**src/rtl/pipeline_clock_controller.sv**
```systemverilog
// rtl/pipeline_clock_controller.sv - debug sequencer gating the MIPS pipeline clock-enable
module pipeline_clock_controller #(
  parameter logic [31:0] HALT_INSTR = 32'hFFFFFFFF,
  parameter logic [7:0]  CMD_RUN    = 8'h63,
  parameter logic [7:0]  CMD_STEP   = 8'h73,
  parameter logic [7:0]  CMD_STEPN  = 8'h6E,
  parameter logic [7:0]  CMD_PAUSE  = 8'h70,
  parameter logic [7:0]  CMD_DUMP   = 8'h64,
  parameter int          CNT_WIDTH  = 16
) (
  input  logic                 clock,
  input  logic                 reset_n,
  input  logic                 rx_empty,
  input  logic [7:0]           rx_data,
  output logic                 rx_rd,
  input  logic [31:0]          instruction,
  output logic                 pipeline_en,
  output logic                 dump_start,
  input  logic                 dump_done,
  output logic                 halted,
  output logic [2:0]           state_debug,
  output logic [CNT_WIDTH-1:0] cycle_count
);

  typedef enum logic [2:0] {
    IDLE      = 3'd0,
    GET_N     = 3'd1,
    STEP      = 3'd2,
    STEPN     = 3'd3,
    RUN       = 3'd4,
    DUMP_REQ  = 3'd5,
    DUMP_WAIT = 3'd6,
    HALTED    = 3'd7
  } state_t;

  state_t     state;
  logic [7:0] step_cnt;
  logic       halt_hit;
  logic       run_state;
  logic       pop_state;
  logic       pause_pop;

  // Decode halt, pop permission and the clock-enable from the current state
  always_comb begin
    halt_hit    = (instruction == HALT_INSTR);
    run_state   = (state == STEP) || (state == STEPN) || (state == RUN);
    pop_state   = (state == IDLE) || (state == GET_N) || (state == RUN) || (state == HALTED);
    rx_rd       = !rx_empty && pop_state;
    pause_pop   = (state == RUN) && rx_rd && (rx_data == CMD_PAUSE);
    // HALT word must never be clocked past IF, so it masks the enable in the same cycle
    pipeline_en = run_state && !halt_hit && !pause_pop;
    dump_start  = (state == DUMP_REQ);
    state_debug = state;
  end

  // Command sequencer: every stop funnels through DUMP_REQ exactly once
  always_ff @(posedge clock or negedge reset_n) begin
    if (!reset_n) begin
      state    <= IDLE;
      step_cnt <= 8'd0;
      halted   <= 1'b0;
    end else begin
      case (state)
        IDLE: begin
          if (rx_rd) begin
            case (rx_data)
              CMD_RUN:   state <= RUN;
              CMD_STEP:  state <= STEP;
              CMD_STEPN: state <= GET_N;
              CMD_DUMP:  state <= DUMP_REQ;
              default:   state <= IDLE;
            endcase
          end
        end
        GET_N: begin
          if (rx_rd) begin
            step_cnt <= rx_data;
            state    <= (rx_data == 8'd0) ? DUMP_REQ : STEPN;
          end
        end
        STEP: begin
          if (halt_hit) halted <= 1'b1;
          state <= DUMP_REQ;
        end
        STEPN: begin
          if (halt_hit) begin
            halted <= 1'b1;
            state  <= DUMP_REQ;
          end else begin
            step_cnt <= step_cnt - 8'd1;
            if (step_cnt == 8'd1) state <= DUMP_REQ;
          end
        end
        RUN: begin
          if (halt_hit) begin
            halted <= 1'b1;
            state  <= DUMP_REQ;
          end else if (pause_pop) begin
            state <= DUMP_REQ;
          end
        end
        DUMP_REQ: state <= DUMP_WAIT;
        DUMP_WAIT: begin
          if (dump_done) state <= halted ? HALTED : IDLE;
        end
        HALTED: begin
          if (rx_rd && (rx_data == CMD_DUMP)) state <= DUMP_REQ;
        end
        default: state <= IDLE;
      endcase
    end
  end

  // Count enabled pipeline cycles, wrapping naturally at the counter width
  always_ff @(posedge clock or negedge reset_n) begin
    if (!reset_n) begin
      cycle_count <= '0;
    end else if (pipeline_en) begin
      cycle_count <= cycle_count + 1'b1;
    end
  end

endmodule

```
**config.mk**
```make
export PLATFORM = sky130hd
export DESIGN_NAME = pipeline_clock_controller
export DESIGN_NICKNAME = d
export VERILOG_FILES = /design/src/rtl/pipeline_clock_controller.sv
export SDC_FILE = /design/constraint.sdc
export NUM_CORES = 1
export LEC_CHECK = 0
export CAP_MARGIN = 10
export CORE_MARGIN = 1
export CORE_UTILIZATION = 48
export DETAILED_ROUTE_END_ITERATION = 7
export HOLD_SLACK_MARGIN = 0.08
export PLACE_DENSITY = 0.83
export SYNTH_ARGS = -nofsm -noshare
export SYNTH_HDL_FRONTEND = slang
export SYNTH_SLANG_ARGS = --single-unit
```
**constraint.sdc**
```tcl
create_clock -name clock -period 4.19 [get_ports clock]
set_input_delay 0.838 -clock clock [delete_from_list [all_inputs] [get_ports clock]]
set_output_delay 0.838 -clock clock [all_outputs]
set_load 0.03 [all_outputs]
```
== After elaboration in Yosys (flattened, before gate mapping) ==
Cells that the tools add are included.

* Flip-flop bits (word level): 28
* Bits in latches: 0
* Bits in writable memories: 0
* Bits in read-only memories: 0
* Bits of input ports: 44
* Output and inout port bits: 23
* Word-level logic and storage cells: 63
* Memories kept: 0

* Add/subtract/negate cells: 2
* $mul: 0
* Div/mod/pow operators: 0
* $lt $le $gt $ge: 0
* Equality and inequality tests: 21
* Shift operators: 0
* Mux-type cells: 15
* Bitwise gates (word level): 0
* Reduce and logical (&&, ||, !) cells: 21

{| class="wikitable"
|+ Operators with widths
! operator !! count
|-
| $eq 8x7->1 const B || 5
|-
| $eq 32x32->1 const B || 1
|-
| $mux 3 || 10
|-
| $pmux 3 s8 || 1
|-
| $add 16x1->16 const B || 1
|-
| $mux 8 || 2
|-
| $pmux 8 s2 || 1
|-
| $eq 3x3->1 const B || 4
|-
| $pmux 3 s4 || 1
|-
| $eq 8x1->1 const B || 1
|-
| $logic_not 8->1 || 1
|-
| $ne 2x2->1 const B || 4
|-
| $sub 8x1->8 const B || 1
|-
| $eq 3x2->1 const B || 2
|-
| $logic_and 1x1->1 || 6
|-
| $reduce_and 6->1 || 1
|-
| $logic_or 1x1->1 || 5
|-
| $eq 3x1->1 const B || 1
|-
| $logic_not 1->1 || 3
|-
| $logic_not 3->1 || 1
|-
| $ne 3x2->1 const B || 1
|-
| $ne 3x3->1 const B || 1
|-
| $reduce_and 3->1 || 1
|-
| $reduce_or 3->1 || 1
|-
| 3 further kinds || 3
|}

== Logic depth before layout (Yosys ltp) ==
Gate-level depths: netlist (run 1).

* Depth in word-level cells: 10
* Mapped depth: 7

== Worst setup path after synthesis (run 1) ==
Ideal clock, no wire load.

* Path kind: reg2out
* Start point: register state[1], in the netlist state_debug[1]
* End point: output port rx_rd
* Arrival time: 2,192 ps
* Setup slack: 1,160 ps
* Cell stages (with the launch flop): 6
* Buffers on the path: 3
* Cells stage by stage: dfrtp_1 -> clkbuf_1 -> buf_4 -> clkbuf_1 -> nor2_1 -> nor3b_1

* Cells in the longest elaborated chain, start to end: 5

{| class="wikitable"
|+ Ends and longest elaborated chain
! element !! RTL line !! source
|-
| start: declaration || 36 || <nowiki>state_t state;</nowiki>
|-
| start signal: assignment || 78 || <nowiki>state <= (rx_data == 8'd0) ? DUMP_REQ : STEPN;</nowiki>
|-
| start signal: assignment || 104 || <nowiki>if (dump_done) state <= halted ? HALTED : IDLE;</nowiki>
|-
| $eq 3x1->1 or $logic_not 3->1 (tied branches) || 47 || <nowiki>pop_state = (state == IDLE) || (state == GET_N) || (state == RUN) || (state == HALTED);</nowiki>
|-
| $logic_or 1x1->1 (2 in series) || 47 ||
|-
| $logic_or 1x1->1 * || 47 ||
|-
| $logic_and 1x1->1 * || 48 || <nowiki>rx_rd = !rx_empty && pop_state;</nowiki>
|-
| end: declaration || 15 || <nowiki>output logic rx_rd,</nowiki>
|}

Mark *: on every way between the ends. The rest lies on a longest branch, timed or not.

== Worst setup path after layout (run 1) ==
* Start point: input port rx_data[2]
* End point: output port pipeline_en

* Cells in the longest elaborated chain, start to end: 4

{| class="wikitable"
|+ Ends and longest elaborated chain
! element !! RTL line !! source
|-
| start: declaration || 14 || <nowiki>input logic [7:0] rx_data,</nowiki>
|-
| $eq 8x7->1 || 49 || <nowiki>pause_pop = (state == RUN) && rx_rd && (rx_data == CMD_PAUSE);</nowiki>
|-
| $logic_and 1x1->1 || 49 ||
|-
| $logic_not 1->1 || 51 || <nowiki>pipeline_en = run_state && !halt_hit && !pause_pop;</nowiki>
|-
| $logic_and 1x1->1 || 51 ||
|-
| end: declaration || 17 || <nowiki>output logic pipeline_en,</nowiki>
|}

No other way between the ends.

==> run_results.csv, run 1 <==
group,metric,value,unit
timing,slew_viol_final,0,
global_routing,grt_use_total,24.7,%
synth,ys_ff_latch,28,
finish,fin_nets,312,
power,cellPowerDensity,537,mW/mm^2
power,leakage,1.03,nW
critical_path,cp.arrival,2.90,ns
timing,setup_tns,0,ns
synth,yosys_warnings,0,
floorplan,ios,67,
finish,fin_area,0.00261,sq mm
cts,root_buffer,"clkbuf_8",
floorplan,die_y,64.1,um
placed_design,portBuffers,66,
routing,drt_iter0_markers,114,
min_path,hold-path-cell-count,1,
cts,h-tree-depth,1,
timing,worstMarginPinSlew,0.705,ns
finish,diodes,0,
routing,routed_via_density,5.85,
cts,cts_made_buffers,3,
global_routing,grt_pass1_vias,1725,
critical_path,worst_setup_path_start_kind,"primary input",
critical_path,r2r_slack,1.98,ns
critical_path,required,3.35,ns
synth,synth_edf_count,0,
timing,period_share,89.2,%
floorplan,die_x,64.1,um
outcome,outcome,"completed",
synth,syn_nets,243,
routing,firstDrtPassIters,5,
cts,worst_skew_pair.late_latency,0.28,ns
critical_path,max_stage_delay,0.60,ns
synth,synth-main-ff-cell,"dfrtp_1",
power,max-vdd-ir-drop,517,uV
global_routing,grt_max_degree,29,
finish,seqCellArea,701,sq um
timing,rsz0062_at_grt,"false",
floorplan,start_util,50.2,%
timing,whs,0.489,ns
placed_design,place_hpwl,3660,um
cts,holdBufCountCts,0,
critical_path,r2r_start,"state_debug[0]",
synth,avgSynthCellArea,9.45,sq um
synth,ys_types,55,
timing,period_needed,3.74,ns
synth,syn_inst,196,
finish,multi_input_area,0.00105,sq mm
critical_path,worst_path_max_delay_cell,"clkdlybuf4s50_1",
timing,setup_viol,0,
synth,synth.yosys.seq_area_share,37.8,%
critical_path,path_class,"primary input to output port",
timing,worst_slack,0.450,ns
floorplan,num_rows,22,
global_routing,antenna_found_initial,0,
routing,detail_route.wl_per_cell,15.2,um
critical_path,cp_num_buf_inv,2,
routing,antenna_left,0,
critical_path,cp_top_family,"buffers and inverters",
cts,cts_tree,"yes",
timing,hold_viol_final,0,
cts,cts_setup_buffers,0,
global_routing,gr-total-overflow,0,
min_path,worstHoldStart,"cycle_count[15]",
floorplan,core-area,0.00369,sq mm
synth,async_reset_ff_share,100,%
timing,fmax,267,MHz
global_routing,grt_pass1_wl,7910,um
critical_path,critical_path.max_fanout,7,
routing,drc,0,
timing,slew_headroom,52.9,%
placed_design,dpl_cell_area,0.00255,sq mm
floorplan,die_area,0.00411,sq mm
placed_design,pre_cts_slack,0.450,ns
min_path,holdPathEnd,"cycle_count[15]",
routing,vias,1825,
cts,clockBufferDepth,2,
critical_path,rr_worst_depth,4,
critical_path,r2r_end,"step_cnt[1]",
placed_design,gp_congestion,0.936,
finish,fillers,299,
timing,finClkSkew,0.00371,ns
min_path,hold_class,"flip-flop to flip-flop",
cts,cts_sinks,28,
cts,clk_pin_slew_worst_paths,0.09,ns
finish,synthToLayoutAreaGrowth,40.6,%
synth,syn_area,0.00185,sq mm
flow_run,max-cap-violations,0,
finish,drive_gt1_share,11.4,%
critical_path,end_kind,"output port",
routing,routed_wl,4730,um
cts,cts_resized,0,
critical_path,path_cells,"clkdlybuf4s50_1 -> or4b_4 -> o31ai_4 -> a22oi_2 -> clkdlybuf4s50_1",
critical_path,cpMostUsedCell,"clkdlybuf4s50_1",
-- metal layers --
layer	global-route usage [%]	part of all wire (%)	vias up
met5	0	0	-
met1	32.6	43	872
met3	5.00	6.1	7
li1	-	-	876
met2	41.5	50	70
met4	5.83	0.99	0
-- worst max path at each step --
stage                              start           to  slack [ns]  cells after the start
after floorplan           state_debug[1]        rx_rd        1.16                      5
after global placement        rx_data[2]  pipeline_en        0.47                      5
after detailed placement      rx_data[3]  pipeline_en        0.45                      5
after CTS                     rx_data[3]  pipeline_en        0.45                      5
after global routing          rx_data[3]  pipeline_en        0.38                      5
final                         rx_data[2]  pipeline_en        0.45                      5
-- report_power, final --
group / internal (mW) / total [mW] / switching, mW / leakage [nW]
Sequential: 0.353 / 0.456 / 0.103 / 0.350
Clock: 0.0842 / 0.165 / 0.0805 / 0.0288
Combinational: 0.332 / 0.777 / 0.445 / 0.646
Total: 0.769 / 1.40 / 0.628 / 1.03
-- registers in the layout, summed over array words and instances (netlist names) --
| signal | flops |
|---|---|
| cycle_count | 16 |
| halted | 1 |
| state_debug | 3 |
| step_cnt | 8 |
-- Yosys cell counts (all sizes together) (3+ instances only) --
| cell type | number | area [sq um] |
|---|---|---|
| buf | 6 | 61.3 |
| nor2 | 10 | 37.5 |
| a21oi | 11 | 55.1 |
| nor3 | 6 | 30.0 |
| nand2b | 3 | 18.8 |
| a31oi | 4 | 25.0 |
| dfrtp | 28 | 701 |
| ha | 3 | 37.5 |
| nor4 | 3 | 31.3 |
| nand2 | 13 | 58.8 |
| xnor2 | 14 | 123 |
| a22oi | 5 | 42.5 |
| mux2i | 3 | 30.0 |
| and3 | 6 | 37.5 |
| nand3 | 12 | 85.1 |
| o21ai | 8 | 40.0 |
| nand4 | 18 | 113 |
| inv | 7 | 26.3 |
-- cells in the final DEF, fill, tap and decap left out, types with 2 or more instances in the layout --
master	count
and2_1	2
clkdlybuf4s50_1	66
and3_1	6
nor2_1	10
dfrtp_1	28
nand4_1	18
a21o_1	2
a22oi_1	4
o21ai_0	8
nand3_2	5
ha_1	3
xnor2_1	14
xor2_1	2
o22ai_1	2
a31oi_1	4
mux2i_1	3
a21oi_1	11
buf_4	6
or3_1	2
nand3_1	7
nor4_2	2
nor3_1	6
nand2_2	4
inv_1	7
clkbuf_8	4
nand2_1	9
nand2b_1	3
-- cell type report --
cell class	instances	area share, %
multi-input cells	152	40.4
inverters	8	1.15
clock buffers	4	2.11
well taps	48	2.31
repair buffers	72	27.1
flip-flops and latches	28	26.9
-- cells by family after synthesis --
kind of cell / Yosys count / share of synthesized area [%]
muxes: 4 / 2.23
AOI/OAI and AO/OA: 45 / 17.2
DFF: 28 / 37.8
buffers and inverters: 16 / 5.33
and+or+nand+nor: 84 / 27.8
adders and majority gates: 3 / 2.03
xor gates and xnor gates: 16 / 7.56
-- per-stage QoR --
| step | total power [mW] | utilization [%] | std cells |
|---|---|---|---|
| after floorplan | 0.995 | - | 196 |
| after global placement | 1.22 | 69.1 | 308 |
| after detailed placement | 1.23 | 69.1 | 308 |
| after CTS | 1.40 | 70.6 | 312 |
| after global routing | 1.49 | 70.6 | 312 |
| final | 1.40 | 70.6 | 312 |
No activity file was read; power rests on OpenSTA's default activity.
==> run 2: changes to the inputs <==
==> constraint.sdc (replaced) <==
create_clock -name clock -period 4.19 [get_ports clock]
set_input_delay 0.419 -clock clock [delete_from_list [all_inputs] [get_ports clock]]
set_output_delay 0.419 -clock clock [all_outputs]
set_load 0.03 [all_outputs]
==> run_results.csv, run 2 (synthesized netlist as in run 1, its figures left out) <==
group,metric,value,unit
global_routing,grt_max_degree,29,
floorplan,ios,67,
finish,fin_nets,308,
cts,h-tree-depth,1,
global_routing,gr-total-overflow,0,
critical_path,worst_setup_path_start_kind,"primary input",
critical_path,max_stage_delay,0.65,ns
timing,fmax,341,MHz
finish,diodes,0,
routing,drc,0,
critical_path,worst_path_max_delay_cell,"nor4_2",
cts,cts_resized,0,
floorplan,core-area,0.00369,sq mm
critical_path,critical_path.max_fanout,6,
cts,cts_tree,"yes",
finish,fillers,314,
finish,largest_reg_flops,16,
timing,whs,0.469,ns
placed_design,portBuffers,66,
critical_path,r2r_slack,1.93,ns
timing,setup_viol,0,
floorplan,num_rows,22,
power,swShare,45.2,%
timing,period_share,70.1,%
cts,cts_setup_buffers,0,
floorplan,die_area,0.00411,sq mm
floorplan,die_y,64.1,um
routing,antenna_left,0,
cts,clk_pin_slew_worst_paths,0.09,ns
power,leakage,0.998,nW
global_routing,grt_pass1_vias,1650,
power,clock_power_share,10.3,%
critical_path,cpMostUsedCell,"clkdlybuf4s50_1",
min_path,hold-path-cell-count,1,
critical_path,crit_path_start,"instruction[30]",
outcome,outcome,"completed",
power,power_frac_seq,35.5,%
flow_run,max-cap-violations,0,
power,p_int,0.742,mW
power,combinationalPowerShare,54.2,%
min_path,hold_class,"flip-flop to flip-flop",
global_routing,grt_use_total,23.3,%
critical_path,end_kind,"output port",
finish,synthToLayoutAreaGrowth,38.2,%
timing,setup_tns,0,ns
min_path,worstHoldStart,"cycle_count[15]",
timing,hold_viol_final,0,
finish,regMostFlops,"cycle_count",
finish,seqCellArea,701,sq um
timing,worstMarginPinSlew,0.787,ns
timing,rsz0062_at_grt,"false",
routing,vias,1804,
placed_design,gp_congestion,0.917,
timing,slew_viol_final,0,
routing,routed_wl,4550,um
cts,cts_sinks,28,
routing,firstDrtPassIters,5,
timing,period_needed,2.94,ns
cts,cts_made_buffers,3,
critical_path,endpoint,"pipeline_en",
critical_path,required,3.77,ns
power,max-vdd-ir-drop,400,uV
cts,clockBufferDepth,2,
power,p_sw,0.613,mW
cts,root_buffer,"clkbuf_8",
critical_path,r2r_end,"state_debug[2]",
power,cellPowerDensity,529,mW/mm^2
global_routing,antenna_found_initial,0,
finish,drive_gt1_share,9.65,%
critical_path,path_cells,"clkdlybuf4s50_1 -> nand4_1 -> nor4_2 -> a22oi_2 -> clkdlybuf4s50_1",
cts,holdBufCountCts,0,
routing,routed_via_density,5.88,
floorplan,die_x,64.1,um
floorplan,start_util,50.2,%
routing,detail_route.wl_per_cell,14.8,um
finish,layout_commonest_cell,"clkdlybuf4s50_1",
routing,drt_iter0_markers,98,
critical_path,r2r_start,"state_debug[1]",
finish,multi_input_area,0.00105,sq mm
timing,finClkSkew,0.00975,ns
placed_design,place_hpwl,3520,um
critical_path,cp.arrival,2.52,ns
critical_path,rr_worst_depth,5,
cts,worst_skew_pair.late_latency,0.27,ns
critical_path,path_class,"primary input to output port",
finish,layout_common_cells,"clkdlybuf4s50_1, dfrtp_1, nand4_1",
global_routing,grt_pass1_wl,7510,um
timing,slew_headroom,47.5,%
## run 2: power groups by stage
stage / sequential (mW) / combinational (mW) / clock [mW]
2_1_floorplan: 0.506 / 0.490 / 0
3_3_place_gp: 0.483 / 0.724 / 0
3_5_place_dp: 0.484 / 0.732 / 0
4_1_cts: 0.479 / 0.736 / 0.144
5_1_grt: 0.500 / 0.799 / 0.153
6_report: 0.481 / 0.735 / 0.140
## run 2: worst min path at each step
stage / to / slack, ns
after floorplan: cycle_count[0] / 0.12
after global placement: cycle_count[15] / 0.46
after detailed placement: cycle_count[15] / 0.47
after CTS: cycle_count[15] / 0.48
after global routing: cycle_count[15] / 0.48
final: cycle_count[15] / 0.47
## run 2: area by class of cell
type / instances / area share, %
Clock buffer: 3 / 1.61
Sequential cell: 28 / 27.4
Tap cell: 48 / 2.34
Multi-Input combinational cell: 152 / 41.1
Timing Repair Buffer: 68 / 26.4
Inverter: 8 / 1.17
## run 2: per-stage QoR
| stage | total power [mW] | setup WS, ns | instances | utilization [%] | cell area (sq um) |
|---|---|---|---|---|---|
| 2_1_floorplan | 0.995 | 1.58 | 196 | - | 1850 |
| 6_report | 1.36 | 1.25 | 307 | 69.4 | 2560 |
| 3_5_place_dp | 1.22 | 1.25 | 304 | 68.3 | 2520 |
| 4_1_cts | 1.36 | 1.25 | 307 | 69.4 | 2560 |
| 3_3_place_gp | 1.21 | 1.27 | 304 | 68.3 | 2520 |
| 5_1_grt | 1.45 | 1.14 | 307 | 69.4 | 2560 |
## run 2: critical path, delay by kind of cell
family | cells | cell delay [ns]
and+or+nand+nor | 2 | 0.78
buffers and inverters | 2 | 1.11
AOI/OAI and AO/OA | 1 | 0.21
## run 2: metal layers
metal,GRT usage [%],wire [um],vias to the layer above
li1,-,-,864
met1,30.8,1890,847
met2,38.6,2280,84
met3,5.36,341,9
met4,5.83,38,0
met5,0,0,-
